## config.mk

```make
export PLATFORM = sky130hd
export DESIGN_NAME = matmul_wrapper
export DESIGN_NICKNAME = d
export VERILOG_FILES = /design/src/rtl/matmul_wrapper.sv
export SDC_FILE = /design/constraint.sdc
export NUM_CORES = 1
export LEC_CHECK = 0
export CAP_MARGIN = 20
export CORE_ASPECT_RATIO = 1.4
export CORE_UTILIZATION = 23
export DETAILED_ROUTE_END_ITERATION = 8
export SLEW_MARGIN = 0
export SYNTH_ARGS = -nofsm -noshare
export SYNTH_HDL_FRONTEND = slang
export SYNTH_SLANG_ARGS = --single-unit
```

## constraint.sdc

```tcl
create_clock -name clk -period 7 [get_ports clk]
set_input_delay 1.4 -clock clk [delete_from_list [all_inputs] [get_ports clk]]
set_output_delay 1.4 -clock clk [all_outputs]
set_load 0.01 [all_outputs]
```

## src/rtl/matmul_wrapper.sv

```systemverilog
// matmul_wrapper
// Sequential unsigned matrix multiplier computing C = A x B with a single
// multiply-accumulate per clock. Operands are captured once after reset,
// the product is built element by element, and the finished result is
// held with out_valid until the next reset.
//
// Ports:
//   clk        rising-edge clock
//   rstn       synchronous, active-high reset (1 = reset asserted)
//   a          packed A (ROWS_A x COLS_A), row-major, element [0][0] in MSBs
//   b          packed B (COLS_A x COLS_B), row-major, element [0][0] in MSBs
//   c          packed C (ROWS_A x COLS_B), row-major, registered
//   out_valid  c is complete and stable
//   out_ready  idle; a/b are captured on the next edge
//   counter    MAC cycles executed since reset
//   r          one-cycle pulse on the first DONE cycle
//   bu         busy, high while multiplying
module matmul_wrapper #(
  parameter int DATA_WIDTH = 8,
  parameter int ROWS_A     = 2,
  parameter int COLS_A     = 2,
  parameter int COLS_B     = 2
) (
  input  logic                                   clk,
  input  logic                                   rstn,
  input  logic [ROWS_A*COLS_A*DATA_WIDTH-1:0]    a,
  input  logic [COLS_A*COLS_B*DATA_WIDTH-1:0]    b,
  output logic [ROWS_A*COLS_B*DATA_WIDTH-1:0]    c,
  output logic                                   out_valid,
  output logic                                   out_ready,
  output logic [31:0]                            counter,
  output logic                                   r,
  output logic                                   bu
);

  localparam int A_ELEMS = ROWS_A * COLS_A;
  localparam int B_ELEMS = COLS_A * COLS_B;
  localparam int C_ELEMS = ROWS_A * COLS_B;

  localparam int A_BITS = A_ELEMS * DATA_WIDTH;
  localparam int B_BITS = B_ELEMS * DATA_WIDTH;
  localparam int C_BITS = C_ELEMS * DATA_WIDTH;

  // Bit-offset widths for the variable part-selects into the packed buses
  localparam int AW = (A_BITS > 1) ? $clog2(A_BITS) : 1;
  localparam int BW = (B_BITS > 1) ? $clog2(B_BITS) : 1;
  localparam int CW = (C_BITS > 1) ? $clog2(C_BITS) : 1;

  // Loop index widths; a dimension of 1 still gets a 1-bit index
  localparam int IW = (ROWS_A > 1) ? $clog2(ROWS_A) : 1;
  localparam int KW = (COLS_A > 1) ? $clog2(COLS_A) : 1;
  localparam int JW = (COLS_B > 1) ? $clog2(COLS_B) : 1;

  localparam logic [IW-1:0] I_LAST = IW'(ROWS_A - 1);
  localparam logic [KW-1:0] K_LAST = KW'(COLS_A - 1);
  localparam logic [JW-1:0] J_LAST = JW'(COLS_B - 1);

  typedef enum logic [1:0] {
    IDLE = 2'd0,
    CALC = 2'd1,
    DONE = 2'd2
  } state_t;

  state_t state;
  state_t state_next;

  logic [A_BITS-1:0]     a_op;
  logic [B_BITS-1:0]     b_op;
  logic [C_BITS-1:0]     c_reg;
  logic [DATA_WIDTH-1:0] acc;
  logic [DATA_WIDTH-1:0] acc_next;
  logic [DATA_WIDTH-1:0] a_el;
  logic [DATA_WIDTH-1:0] b_el;
  logic [DATA_WIDTH-1:0] prod;
  logic [IW-1:0]         i;
  logic [KW-1:0]         k;
  logic [JW-1:0]         j;
  logic [AW-1:0]         a_sel;
  logic [BW-1:0]         b_sel;
  logic [CW-1:0]         c_sel;
  logic                  i_last;
  logic                  j_last;
  logic                  k_last;

  assign i_last = (i == I_LAST);
  assign j_last = (j == J_LAST);
  assign k_last = (k == K_LAST);

  // State register
  always_ff @(posedge clk) begin
    if (rstn) state <= IDLE;
    else      state <= state_next;
  end

  // Next-state: capture in IDLE, leave CALC after the very last MAC, and
  // park in DONE until reset
  always_comb begin
    state_next = state;
    case (state)
      IDLE:    state_next = CALC;
      CALC:    if (i_last && j_last && k_last) state_next = DONE;
      DONE:    state_next = DONE;
      default: state_next = IDLE;
    endcase
  end

  // MAC datapath; the product is truncated to DATA_WIDTH before the add so
  // the whole sum wraps modulo 2^DATA_WIDTH
  always_comb begin
    a_sel    = AW'((A_ELEMS - 1 - (int'(i) * COLS_A + int'(k))) * DATA_WIDTH);
    b_sel    = BW'((B_ELEMS - 1 - (int'(k) * COLS_B + int'(j))) * DATA_WIDTH);
    c_sel    = CW'((C_ELEMS - 1 - (int'(i) * COLS_B + int'(j))) * DATA_WIDTH);
    a_el     = a_op[a_sel +: DATA_WIDTH];
    b_el     = b_op[b_sel +: DATA_WIDTH];
    prod     = a_el * b_el;
    acc_next = acc + prod;
  end

  // Operand capture, index walk (k innermost, then j, then i) and result
  // write-back. The element is written on its last k, so no extra cycle is
  // spent per element.
  always_ff @(posedge clk) begin
    if (rstn) begin
      a_op    <= '0;
      b_op    <= '0;
      c_reg   <= '0;
      acc     <= '0;
      counter <= '0;
      i       <= '0;
      j       <= '0;
      k       <= '0;
      r       <= 1'b0;
    end else begin
      r <= 1'b0;
      case (state)
        IDLE: begin
          a_op <= a;
          b_op <= b;
          acc  <= '0;
          i    <= '0;
          j    <= '0;
          k    <= '0;
        end
        CALC: begin
          counter <= counter + 32'd1;
          if (k_last) begin
            c_reg[c_sel +: DATA_WIDTH] <= acc_next;
            acc <= '0;
            k   <= '0;
            if (j_last) begin
              j <= '0;
              if (i_last) r <= 1'b1;
              else        i <= i + 1'b1;
            end else begin
              j <= j + 1'b1;
            end
          end else begin
            acc <= acc_next;
            k   <= k + 1'b1;
          end
        end
        default: begin
        end
      endcase
    end
  end

  assign c         = c_reg;
  assign out_valid = (state == DONE);
  assign out_ready = (state == IDLE);
  assign bu        = (state == CALC);

endmodule

```

==> impl_metrics.yaml <==
run_status:
  status: "completed"
sta:
  period_minus_slack_ns: 5.91
  finalHoldViolCount: 0
  setup_viol: 0
  max_freq_mhz: 169
  slew_violations: 0
  tns_ns: 0
  rsz0062_at_grt: "false"
  tightest_slew_ns: 1.04
  skew_ns: 0.0124
  finalCritPeriodShare_pct: 84.4
  relSlewSlack_pct: 30.6
yosys:
  synth-edff-count: 0
  synth_ff_type: "dfxtp_1"
  syn_inst: 704
  synth-simple-area-share_pct: 17.7
  syn-mean-instance-area_um2: 9.77
  yosysTopAreaCell: "dfxtp_1"
  ys_types: 42
  synth_top_area_share_pct: 41.3
  synth-xor-area-share_pct: 5.88
  seq_area_frac_synth_pct: 41.3
  yosysWarnings: 0
  synth_most_common_cell: "dfxtp_1"
  syn_area_mm2: 0.00688
  synthTopCellsByCount: "dfxtp_1 (142), nor2_1 (136), mux2i_1 (67), nand2_1 (49), inv_1 (44)"
  synth_nets: 814
  synthArstFlopShare_pct: 0
  synthTopCellsByArea: "dfxtp_1 (41%), mux2i_1 (9.8%), nor2_1 (7.4%)"
  ys_ff_latch: 142
  synthMuxAreaShare_pct: 15.4
  synth_top_family_by_area: "simple AND/OR/NAND/NOR gates"
  synth_compound_area_share_pct: 5.08
  synthAdderAreaFrac_pct: 9.97
global_route:
  grt_pass1_vias: 5212
  use_met1_pct: 14.7
  use_met3_pct: 2.86
  antenna_found_initial: 0
  grt.total_usage_pct: 12.3
  grt_max_degree: 105
  busiest_layer: "met2"
  met2_usage_pct: 21.0
  grt_pass1_wl_um: 28500
  grt.overflow.total: 0
pwr:
  peakVddDrop_mv: 0.179
  power_frac_clock_pct: 30.5
  leakagePower_uw: 0.00368
  p_switching_uw: 1020
  internal-power_uw: 1870
  pwr-share-comb_pct: 33.5
  seqPwrFrac_pct: 36.0
  pwr_density_cell_mw_per_mm2: 316
  power_uw: 2890
  swShare_pct: 35.2
die:
  die_w_um: 148
  die_area_mm2: 0.0306
  core_area_mm2: 0.0293
  start_util_pct: 23.5
  ioPinCount: 134
  rows: 74
  die_h_um: 207
routing:
  first_pass_iters: 5
  detail-route-antenna-nets: 0
  post_drt_wl_per_cell_um: 15.0
  wl_um: 18200
  first_iter_violations: 264
  drc_errors: 0
  vias_per_cell: 4.32
  vias: 5258
clocking:
  cts_buffers: 17
  cts.sinks: 142
  clkTransAtPathRegs_ns: 0.06
  cts.htree.levels: 4
  insertion_delay_ns: 0.43
  cts_resized: 0
  tritoncts: "done"
  cts_setup_buffers: 0
  cts-hold-fix-buffers: 0
  root_buffer: "clkbuf_16"
  clockBufferDepth: 2
worst_setup_path:
  cp_slowest_cell: "dfxtp_1"
  end_kind: "register"
  cpMostUsedCell: "fa_1"
  reg2reg_depth: 16
  path_max_fanout: 21
  cpPeakStageDelay_ns: 0.98
  cp-start-kind: "register"
  required_ns: 7.37
  worst-setup-path-type: "register to register"
  cp_data_arrival_time_ns: 6.28
  path_cells: "mux4_1, nand2_1, fa_1, inv_1, fa_1, ha_1, inv_1, fa_1, inv_1, fa_1, a21o_1, a21oi_1, xor2_2, xnor3_2, or4b_1, nand3_1"
cells_and_area:
  n_fill_cell: 3046
  syn2layout_area_growth_pct: 32.8
  layout-drive-gt1-share_pct: 6.22
  antenna_cells: 0
  fin_nets: 933
worst_hold_path:
  holdPathStages: 2
  hold_class: "register to register"
place:
  place_congestion: 0.804
  io_buffers: 133
  dpl.hpwl_um: 13600
flow_run:
  drv_cap: 0
## per-stage QoR
stage	worst slack, ns	utilization, %	std cells	instance area [um^2]	hold slack [ns]
after floorplan	1.82	-	704	6880	0.451
after global placement	1.14	29.2	1183	8550	0.469
after detailed placement	1.04	29.2	1183	8550	0.480
after CTS	1.02	31.2	1215	9130	0.495
after global routing	0.732	31.2	1216	9140	0.515
final	1.09	31.2	1216	9140	0.492
## critical path: cells and delay by family, from the launching register on
family / cells / cell delay (ns)
AOI/OAI and AO/OA: 2 / 0.42
xor gates and xnor gates: 2 / 0.60
adders and majority gates: 5 / 2.10
buffers and inverters: 3 / 0.20
DFF: 1 / 0.98
muxes: 1 / 0.78
and+or+nand+nor: 3 / 0.75
## layer usage
layer	share of wire [%]	wire length, um
met3	3.9	703
met5	0	0
met4	2.6	471
met1	43	7860
met2	50	9150
## final timing paths
check / startpoint / endpoint / slack, ns
setup reg to reg: k / c[15] / 1.09
setup / recovery: k / c[15] / 1.09
hold reg to reg: b_op[29] / b_op[29] / 0.49
hold / removal: b_op[29] / b_op[29] / 0.49
## cell families (layout without fill, tap and decap cells)
logic type	Yosys count	after routing
simple gates	263	263
fa+ha+maj	44	44
flops	142	142
compound gates	50	50
buf+inv	80	212
xor+xnor	42	42
mux	83	83
## cell usage in the layout, fill, tap and decap left out, types with 9 or more instances in the layout
| cell | synthesis | routed |
|---|---|---|
| nand2_1 | 49 | 49 |
| a22oi_1 | 35 | 35 |
| xor2_1 | 15 | 15 |
| nor3_1 | 10 | 10 |
| clkbuf_16 | 0 | 17 |
| and2_1 | 14 | 14 |
| mux2i_1 | 67 | 67 |
| nand3_1 | 11 | 11 |
| mux4_2 | 9 | 9 |
| dfxtp_1 | 142 | 142 |
| fa_1 | 18 | 18 |
| ha_1 | 26 | 25 |
| xnor2_1 | 24 | 24 |
| inv_1 | 44 | 44 |
| nor2_1 | 136 | 136 |
| clkdlybuf4s50_1 | 0 | 132 |
## layout make-up
| cell class | instances | area, um^2 | area share [%] |
|---|---|---|---|
| tap | 380 | 475 | 5.20 |
| clock inverter | 13 | 130 | 1.42 |
| sequential | 142 | 2840 | 31.1 |
| multi-input combinational | 482 | 3730 | 40.8 |
| inverter | 44 | 165 | 1.81 |
| timing repair buffer | 136 | 1350 | 14.8 |
| clock buffer | 19 | 443 | 4.85 |
## power by group through the flow
stage	Sequential, uW	Combinational [uW]	Clock (uW)
final	1040	968	881
after global routing	1050	1070	941
after CTS	1040	979	907
after detailed placement	1060	971	0
after global placement	1060	961	0
after floorplan	998	731	0
No activity file was read; power rests on OpenSTA's default activity.
